==> src/rtl/cart_load_sequencer.sv <==
// Cartridge slot selection and reload sequencing: debounced front-panel button,
// short/long press classification, loader handshake and NES core reset hold-off.
`timescale 1ns/1ps
module cart_load_sequencer #(
  parameter int DEBOUNCE_BITS     = 16,
  parameter int LONG_PRESS_CYCLES = 21000000,
  parameter int NUM_SLOTS         = 8,
  parameter int HOLD_CYCLES       = 256,
  parameter int DONE_TIMEOUT      = 64
) (
  input  logic       clock,
  input  logic       reset_n,
  input  logic       pll_locked,
  input  logic       btn_n,
  input  logic       load_done,
  output logic       reload,
  output logic [3:0] index,
  output logic       nes_reset,
  output logic       busy
);

  localparam int PW = $clog2(LONG_PRESS_CYCLES + 1);
  localparam int HW = $clog2(HOLD_CYCLES + 1);
  localparam int TW = $clog2(DONE_TIMEOUT + 1);
  localparam logic [PW-1:0] P_MAX     = PW'(LONG_PRESS_CYCLES);
  localparam logic [HW-1:0] HOLD_LAST = HW'(HOLD_CYCLES - 1);
  localparam logic [TW-1:0] TO_LAST   = TW'(DONE_TIMEOUT - 1);
  localparam logic [3:0]    SLOT_LAST = 4'(NUM_SLOTS - 1);

  typedef enum logic [2:0] {
    S_BOOT, S_ISSUE, S_WAIT_LOW, S_WAIT_HIGH, S_HOLD, S_RUN
  } state_t;

  state_t                r_state;
  logic                  r_sync1, r_sync2;
  logic                  r_deb, r_deb_q;
  logic [DEBOUNCE_BITS-1:0] r_db_cnt;
  logic [PW-1:0]         r_ptmr;
  logic [TW-1:0]         r_to_cnt;
  logic [HW-1:0]         r_hold_cnt;

  logic       w_press, w_release, w_long;
  logic [3:0] w_idx_next;

  assign w_press    = ~r_deb & r_deb_q;
  assign w_release  = r_deb & ~r_deb_q;
  assign w_long     = (r_ptmr == P_MAX);
  assign w_idx_next = (index == SLOT_LAST) ? 4'd0 : index + 4'd1;

  // Level flips on the 2^DEBOUNCE_BITS-th consecutive clock of disagreement.
  always_ff @(posedge clock or negedge reset_n) begin
    if (!reset_n) begin
      r_sync1  <= 1'b1;
      r_sync2  <= 1'b1;
      r_deb    <= 1'b1;
      r_deb_q  <= 1'b1;
      r_db_cnt <= '0;
    end else begin
      r_sync1 <= btn_n;
      r_sync2 <= r_sync1;
      r_deb_q <= r_deb;
      if (r_sync2 == r_deb) begin
        r_db_cnt <= '0;
      end else if (&r_db_cnt) begin
        r_deb    <= r_sync2;
        r_db_cnt <= '0;
      end else begin
        r_db_cnt <= r_db_cnt + 1'b1;
      end
    end
  end

  always_ff @(posedge clock or negedge reset_n) begin
    if (!reset_n) begin
      r_ptmr <= '0;
    end else if (w_press) begin
      r_ptmr <= '0;
    end else if (!r_deb && r_ptmr != P_MAX) begin
      r_ptmr <= r_ptmr + 1'b1;
    end
  end

  always_ff @(posedge clock or negedge reset_n) begin
    if (!reset_n) begin
      r_state    <= S_BOOT;
      reload     <= 1'b0;
      index      <= 4'd0;
      nes_reset  <= 1'b1;
      busy       <= 1'b1;
      r_to_cnt   <= '0;
      r_hold_cnt <= '0;
    end else begin
      reload <= 1'b0;
      if (!pll_locked && r_state != S_BOOT) begin
        // Lock loss keeps index so the relock reloads the same slot.
        r_state   <= S_BOOT;
        nes_reset <= 1'b1;
        busy      <= 1'b1;
      end else begin
        case (r_state)
          S_BOOT: if (pll_locked) r_state <= S_ISSUE;
          S_ISSUE: begin
            reload   <= 1'b1;
            r_to_cnt <= '0;
            r_state  <= S_WAIT_LOW;
          end
          S_WAIT_LOW: begin
            if (!load_done || r_to_cnt == TO_LAST) r_state <= S_WAIT_HIGH;
            else r_to_cnt <= r_to_cnt + TW'(1);
          end
          S_WAIT_HIGH: begin
            if (load_done) begin
              r_hold_cnt <= '0;
              r_state    <= S_HOLD;
            end
          end
          S_HOLD: begin
            if (r_hold_cnt == HOLD_LAST) begin
              r_state   <= S_RUN;
              nes_reset <= 1'b0;
              busy      <= 1'b0;
            end else begin
              r_hold_cnt <= r_hold_cnt + HW'(1);
            end
          end
          S_RUN: begin
            if (w_release) begin
              if (!w_long) index <= w_idx_next;
              r_state   <= S_ISSUE;
              nes_reset <= 1'b1;
              busy      <= 1'b1;
            end
          end
          default: r_state <= S_BOOT;
        endcase
      end
    end
  end

endmodule

==> config.mk <==
export PLATFORM = sky130hd
export DESIGN_NAME = cart_load_sequencer
export DESIGN_NICKNAME = d
export VERILOG_FILES = /design/src/rtl/cart_load_sequencer.sv
export SDC_FILE = /design/constraint.sdc
export NUM_CORES = 1
export LEC_CHECK = 0
export ABC_AREA = 1
export CORE_UTILIZATION = 31
export CTS_CLUSTER_DIAMETER = 30
export DETAILED_ROUTE_END_ITERATION = 10
export GPL_ROUTABILITY_DRIVEN = 0
export GPL_TIMING_DRIVEN = 1
export PLACE_DENSITY_LB_ADDON = 0.08
export SETUP_SLACK_MARGIN = 0.15
export SYNTH_ARGS = -nofsm -noshare
export SYNTH_HDL_FRONTEND = slang
export SYNTH_SLANG_ARGS = --single-unit
==> constraint.sdc <==
create_clock -name clock -period 4.5 [get_ports clock]
set_clock_uncertainty 0.1 [all_clocks]
set_input_delay 1.125 -clock clock [delete_from_list [all_inputs] [get_ports clock]]
set_output_delay 1.125 -clock clock [all_outputs]
set_load 0.05 [all_outputs]
### After elaboration in Yosys (flattened, before gate mapping)

Index checks and enable logic that the tools add are counted.

* output and inout port bits: 7
* bits of input ports: 5
* word-level logic and storage cells: 85
* register bits after elaboration: 70

* reductions and logical operators: 19
* bitwise logic cells: 7
* equal/unequal tests: 19
* add/sub/neg operators: 5
* multiplexer cells: 23

Operators with widths (number)
* $mux 25: 2
* $mux 16: 2
* $add 25x1->25 const B: 1
* $eq 25x25->1 const B: 1
* $ne 25x25->1 const B: 1
* $mux 3: 6
* $mux 9: 2
* $pmux 3 s6: 1
* $pmux 9 s2: 1
* $reduce_and 17->1: 1
* $add 16x1->16 const B: 1
* $reduce_and 16->1: 1
* $ne 3x3->1 const B: 5
* $pmux 7 s2: 1
* $add 9x1->9 const B: 1
* $eq 9x8->1 const B: 1
* $reduce_and 4->1: 2
* $add 7x1->7 const B: 1
* $eq 7x6->1 const B: 1
* $mux 7: 1
* $eq 3x2->1 const B: 2
* $eq 3x3->1 const B: 2
* $ne 2x2->1 const B: 3
* $reduce_and 3->1: 2
* 16 further kinds: 31

### Logic depth before layout (Yosys ltp)

Gate-level depths: netlist of the first run.

* depth after elaboration: 5
* depth in mapped cells: 13
* gate-level depth less buffers: 12

### Worst setup path before layout of the first run

No wires, ideal clock.

* path kind: register to output
* start: reg busy (netlist name)
* end: out nes_reset
* path slack: 2.347 ns
* stages on the path, launching flop included: 2
* data required time: 3.275 ns
* buffers on the path: 1
* data arrival time: 0.928 ns
* cells stage by stage: dfstp_2 buf_4

RTL lines
* end, declared: line 18 `output logic nes_reset,`

==> results.tsv, run 1 <==
stage	metric	value	unit
run_status	status	complete, no violations	
detailed_routing	drtAntennaViolNets	0	
global_routing	grt_pass1_vias	3294	
yosys	synthCells	573	
yosys	postSynthRegisterBits	70	
timing	finalCritPeriodShare	64.9	%
cells_and_area	finalCoreUtilization	36.4	%
floorplan	start_util	31.8	%
cts	cts_tree	done	
yosys	synth_edf_count	0	
cells_and_area	nFillCells	1405	
critical_path	path_cells	clkdlybuf4s50_1	
critical_path	critPathMaxFanout	3	
yosys	yosys.area_share.simple	39.5	%
cells_and_area	mostFrequentLayoutCells	nand2_1 (188), nor2_1 (91), dfrtp_1 (65), inv_1 (49), nand3_1 (39)	
worst_hold_path	hp-class	reg2reg	
yosys	synthDistinctLibCells	36	
critical_path	slowest_stage	clkdlybuf4s50_1	
cts	htreeDepth	3	
cts	cts_setup_buffers	0	
cts	cts.sinks	70	
job	drv_cap	0	
yosys	avgSynthCellArea	7.36	µm²
yosys	yosys.area_share.adder	2.08	%
cells_and_area	layout_commonest_cell	nand2_1	
cts	cts_max_path_buffers	2	
critical_path	cp-end-kind	primary output	
timing	setup_viol	0	
yosys	synth_top_family_by_area	simple AND/OR/NAND/NOR gates	
place	dpl_cell_area	0.00447	mm²
timing	rsz0062_at_grt	no	
critical_path	crit_buf_inv	1	
place	place_inst	753	
global_routing	track_usage	14.9	%
timing	slew_headroom	39.0	%
global_routing	antenna_found_initial	0	
yosys	synth_xor_area_share	5.82	%
detailed_routing	drtIter0Drc	153	
floorplan	dieArea	0.0141	mm²
detailed_routing	via_per_inst	4.56	
critical_path	cp.depth	1	
yosys	synth_compound_area_share	4.07	%
cts	hold_buffers	0	
floorplan	io_pins	12	
power_and_ir_drop	p_total	0.00184	W
floorplan	core_area	0.0132	mm²
yosys	yosys_warnings	0	
critical_path	cp-start-kind	flip-flop	
cells_and_area	diodes	0	
power_and_ir_drop	p_leak	2.20	nW
detailed_routing	drt-pass1-iter-count	4	
cells_and_area	final_cells	769	
floorplan	die_y	119	µm
cells_and_area	num-nets-final	600	
timing	max_freq	0.342	GHz
critical_path	worst_path_largest_cell_delay	0.80	ns
critical_path	critPathRequiredTime	3.27	ns
yosys	synth_nets	585	
detailed_routing	drc	0	
power_and_ir_drop	p_per_area	382	mW/mm²
timing	setup_tns	0	ns
place	portBuffers	11	
critical_path	arrival	1.70	ns
yosys	synth-async-reset-ratio	100	%
detailed_routing	num_vias	3504	
timing	tightest_slew	0.915	ns
floorplan	rows	42	
cells_and_area	final_cell_area	0.00482	mm²
cts	cts_resized	0	
yosys	synth_mux_area_share	0	%
critical_path	r2r_cells	11	
floorplan	die_w	119	µm
cells_and_area	drive_above_1_share	9.95	%
cts	cts_buffers	9	
cts	clkLatencyLatePin	0.34	ns
timing	maxSlewViolCount	0	
detailed_routing	wl_per_cell	12.2	µm
global_routing	grt_pass1_wl	16400	µm
global_routing	grt_max_degree	71	
timing	period_needed	2.92	ns
critical_path	critPathKind	reg2out	
power_and_ir_drop	ir_drop	0.181	mV
yosys	syn-cell-area	0.00422	mm²
critical_path	critPathTopFamily	buffers and inverters	
place	dpl.hpwl	6640	µm
timing	hold_viol	0	
detailed_routing	wl	9420	µm
cells_and_area	area_growth	14.3	%
global_routing	overflow	0	
worst_hold_path	min_path_cells	0	
cts	cts-root-buf	clkbuf_16	
cts	path_clk_slew	0.06	ns
yosys	yosysSeqAreaShare	41.7	%
yosys	yosys_most_used_dff	dfrtp_1	
worst paths after layout:
| kind | from | endpoint | slack [ns] |
|---|---|---|---|
| setup / recovery | busy | nes_reset | 1.58 |
| setup reg to reg | r_hold_cnt[0] | r_state[2] | 2.36 |
| hold / removal | r_sync1 | r_sync2 | 0.26 |
| max in group asynchronous | reset_n | index[1] | 2.90 |
| hold reg to reg | r_sync1 | r_sync2 | 0.26 |
| min in group asynchronous | reset_n | r_ptmr[0] | 0.83 |
area by class of cell:
class,count,area (µm²),share of cell area (%)
repair buffers,11,108,2.23
multi-input cells,439,2170,45.0
well taps,176,220,4.57
inverters,57,219,4.54
clock inverters,6,109,2.26
flip-flops and latches,70,1760,36.5
clock buffers,10,239,4.96
flip-flops by register name, summed over array words and instances, names as in the netlist:
register and cells:
r_ptmr 25, r_db_cnt 16, r_to_cnt 7, index 4
r_state 3, r_hold_cnt 9, reload 1, r_sync1 1
r_sync2 1, r_deb_q 1, r_deb 1, busy 1
per-stage QoR:
step	hold slack (ns)	setup WS (ns)
floorplan	0.245	2.35
global placement	0.247	1.81
detailed placement	0.247	1.75
CTS	0.256	1.55
global route	0.264	1.55
finish	0.255	1.58
routing by layer:
layer / vias up / track usage [%] / share of wire (%)
met5: - / 0 / 0
met4: 0 / 7.44 / 2.0
met3: 12 / 2.94 / 2.2
met2: 30 / 22.8 / 45
met1: 1615 / 19.9 / 51
li1: 1847 / - / -
power breakdown:
group          leakage (nW)  switching (W)  internal, W
Combinational          1.09       0.000206    0.0000887
Clock                 0.172       0.000291     0.000556
Sequential            0.935      0.0000398     0.000663
Yosys cell counts, types with 3 or more instances:
master / number / share of area (%)
a21oi_1: 4 / 0.47
buf_6: 4 / 1.1
dfrtp_1: 65 / 39
dfstp_2: 5 / 3.1
ha_1: 7 / 2.1
inv_1: 49 / 4.4
inv_2: 7 / 0.62
nand2_1: 188 / 17
nand2_2: 3 / 0.45
nand2_4: 3 / 0.80
nand3_1: 39 / 4.6
nand3b_1: 3 / 0.53
nand4_1: 21 / 3.1
nor2_1: 91 / 8.1
nor2_2: 10 / 1.5
nor3_1: 8 / 0.95
o21ai_0: 6 / 0.71
o21ai_1: 7 / 0.83
o31ai_1: 5 / 0.89
or2_2: 3 / 0.45
xnor2_1: 7 / 1.5
xor2_1: 21 / 4.4
logic make-up after synthesis:
| logic type | Yosys count |
|---|---|
| simple gates | 377 |
| xor+xnor | 28 |
| fa+ha+maj | 7 |
| flops | 70 |
| compound gates | 27 |
| buf+inv | 64 |
Power figures use the tool's default switching activity.
==> inputs of run 2 (changes only) <==
==> constraint.sdc (replaced) <==
create_clock -name clock -period 2.7 [get_ports clock]
set_clock_uncertainty 0.1 [all_clocks]
set_input_delay 0.675 -clock clock [delete_from_list [all_inputs] [get_ports clock]]
set_output_delay 0.675 -clock clock [all_outputs]
set_load 0.05 [all_outputs]
==> results.tsv, run 2 (synthesis gave the netlist of run 1 again) <==
stage	metric	value	unit
detailed_routing	num_vias	3555	
critical_path	startpoint	busy	
cts	cts_resized	0	
critical_path	rrSetupSlack	0.62	ns
floorplan	die_y	119	µm
detailed_routing	drt-pass1-iter-count	5	
detailed_routing	wl_met1	4670	µm
critical_path	r2r_end	r_hold_cnt[2]	
timing	setup_tns	0	ns
place	portBuffers	11	
cells_and_area	final_cell_area	0.00482	mm²
cts	cts_max_path_buffers	2	
cts	htreeDepth	3	
critical_path	critPathRequiredTime	1.92	ns
power_and_ir_drop	p_seq_share	39.9	%
place	place_ws	0.448	ns
cts	path_clk_slew	0.06	ns
cells_and_area	diodes	0	
power_and_ir_drop	clkPwrFrac	43.3	%
cells_and_area	mostFrequentLayoutCells	nand2_1 (188), nor2_1 (91), dfrtp_1 (65), inv_1 (49), nand3_1 (39)	
timing	hold_viol	0	
critical_path	critPathKind	reg2out	
cells_and_area	largestRegisters	r_ptmr (25), r_db_cnt (16), r_hold_cnt (9)	
floorplan	io_pins	12	
critical_path	arrival	1.69	ns
critical_path	path_cells	clkdlybuf4s50_1	
cts	cts.sinks	70	
critical_path	slowest_stage	clkdlybuf4s50_1	
detailed_routing	wl	9520	µm
global_routing	grt_pass1_wl	16900	µm
global_routing	grt_max_degree	45	
job	drv_cap	0	
cells_and_area	largest_register	r_ptmr	
detailed_routing	drc	0	
global_routing	track_usage	15.1	%
detailed_routing	wl_per_cell	12.4	µm
timing	maxSlewViolCount	0	
timing	rsz0062_at_grt	no	
cts	hold_buffers	0	
power_and_ir_drop	ir_drop	0.263	mV
floorplan	dieArea	0.0141	mm²
critical_path	cp.depth	1	
cts	cts-root-buf	clkbuf_16	
cells_and_area	largest_register_ffs	25	
worst_hold_path	hp-class	in2async	
power_and_ir_drop	p_int	0.00207	W
power_and_ir_drop	p_leak	2.20	nW
timing	max_freq	0.405	GHz
power_and_ir_drop	p_total	0.00293	W
critical_path	critPathTopFamily	buffers and inverters	
power_and_ir_drop	sw_frac_of_total	29.4	%
timing	setup_viol	0	
cells_and_area	num-nets-final	602	
global_routing	grt_pass1_vias	3507	
floorplan	start_util	31.8	%
cells_and_area	area_growth	14.3	%
timing	period_needed	2.47	ns
timing	finalCritPeriodShare	91.5	%
detailed_routing	dr_wl_met2	4420	µm
run_status	status	complete, no violations	
detailed_routing	wl_met3	261	µm
cts	clkLatencyLatePin	0.34	ns
power_and_ir_drop	comb_power_share	16.8	%
cells_and_area	nFillCells	1452	
timing	worst_slack	0.231	ns
cts	cts_setup_buffers	0	
detailed_routing	drtAntennaViolNets	0	
critical_path	cp-end-kind	primary output	
critical_path	regToRegStartpoint	r_hold_cnt[0]	
critical_path	worst_path_largest_cell_delay	0.80	ns
place	dpl.hpwl	6800	µm
timing	tightest_slew	0.609	ns
detailed_routing	routed.top_layer	met4	
power_and_ir_drop	p_switching	0.000863	W
timing	slew_headroom	59.4	%
critical_path	crit_buf_inv	1	
critical_path	critPathMaxFanout	3	
critical_path	r2r_cells	9	
timing	whs	0.254	ns
detailed_routing	via_per_inst	4.61	
cells_and_area	drive_above_1_share	10.3	%
cts	cts_buffers	9	
global_routing	antenna_found_initial	0	
power_and_ir_drop	p_per_area	608	mW/mm²
floorplan	die_w	119	µm
place	dpl_cell_area	0.00450	mm²
critical_path	cp-start-kind	flip-flop	
global_routing	overflow	0	
floorplan	core_area	0.0132	mm²
critical_path	cp-endpoint	nes_reset	
cts	cts_tree	done	
floorplan	rows	42	
cells_and_area	layout_commonest_cell	nand2_1	
detailed_routing	drtIter0Drc	236	
-- run 2: area by class of cell --
type	instances	area [µm²]	share of cell area, %
inverter	57	219	4.54
timing repair buffer	13	135	2.80
tap	176	220	4.57
sequential	70	1760	36.5
clock inverter	3	40.0	0.831
clock buffer	13	280	5.81
multi-input combinational	439	2170	45.0
-- run 2: worst register-to-register path: stages (launching register included) --
cell	delay, ns
dfrtp_1	0.40
ha_1	0.24
nand3_1	0.13
nor2_1	0.07
nand3_1	0.08
nor2_1	0.05
ha_1	0.20
o21ai_2	0.14
nand3_2	0.27
o31ai_1	0.30
-- run 2: metrics by stage --
step	util, %	instances
final	36.4	771
after global routing	36.4	771
after CTS	36.4	771
after detailed placement	34.0	755
after global placement	34.0	755
after floorplan	-	573
-- run 2: power groups by stage --
stage	sequential, W	combinational (W)	clock, W
after global routing	0.00118	0.000552	0.00136
final	0.00117	0.000492	0.00127
after global placement	0.00119	0.000503	0
after CTS	0.00117	0.000500	0.00131
after floorplan	0.00119	0.000382	0
after detailed placement	0.00119	0.000499	0
-- run 2: per-layer routing --
| layer | vias to the layer above | track usage (%) |
|---|---|---|
| met2 | 37 | 24.2 |
| met1 | 1662 | 19.8 |
| met4 | 0 | 6.49 |
| li1 | 1845 | - |
| met3 | 11 | 2.94 |
| met5 | - | 0 |
-- run 2: how the worst min path moves through the flow --
| stage | start | endpoint | slack (ns) |
|---|---|---|---|
| after floorplan | r_sync1 | r_sync2 | 0.25 |
| after global placement | r_sync1 | r_sync2 | 0.25 |
| after detailed placement | r_sync1 | r_sync2 | 0.25 |
| after CTS | r_sync1 | r_sync2 | 0.26 |
| after global routing | r_sync1 | r_sync2 | 0.26 |
| final | reset_n | r_ptmr[5] | 0.25 |
==> inputs of run 3 (changes only) <==
--- a/config.mk
+++ b/config.mk
@@ -7,7 +7,7 @@
 export LEC_CHECK = 0
 export ABC_AREA = 1
 export CORE_UTILIZATION = 31
-export CTS_CLUSTER_DIAMETER = 30
+export CTS_CLUSTER_DIAMETER = 60
 export DETAILED_ROUTE_END_ITERATION = 10
 export GPL_ROUTABILITY_DRIVEN = 0
 export GPL_TIMING_DRIVEN = 1
==> results of run 3 <==
No change in the layout: final DEF, timing and power equal those of run 2.
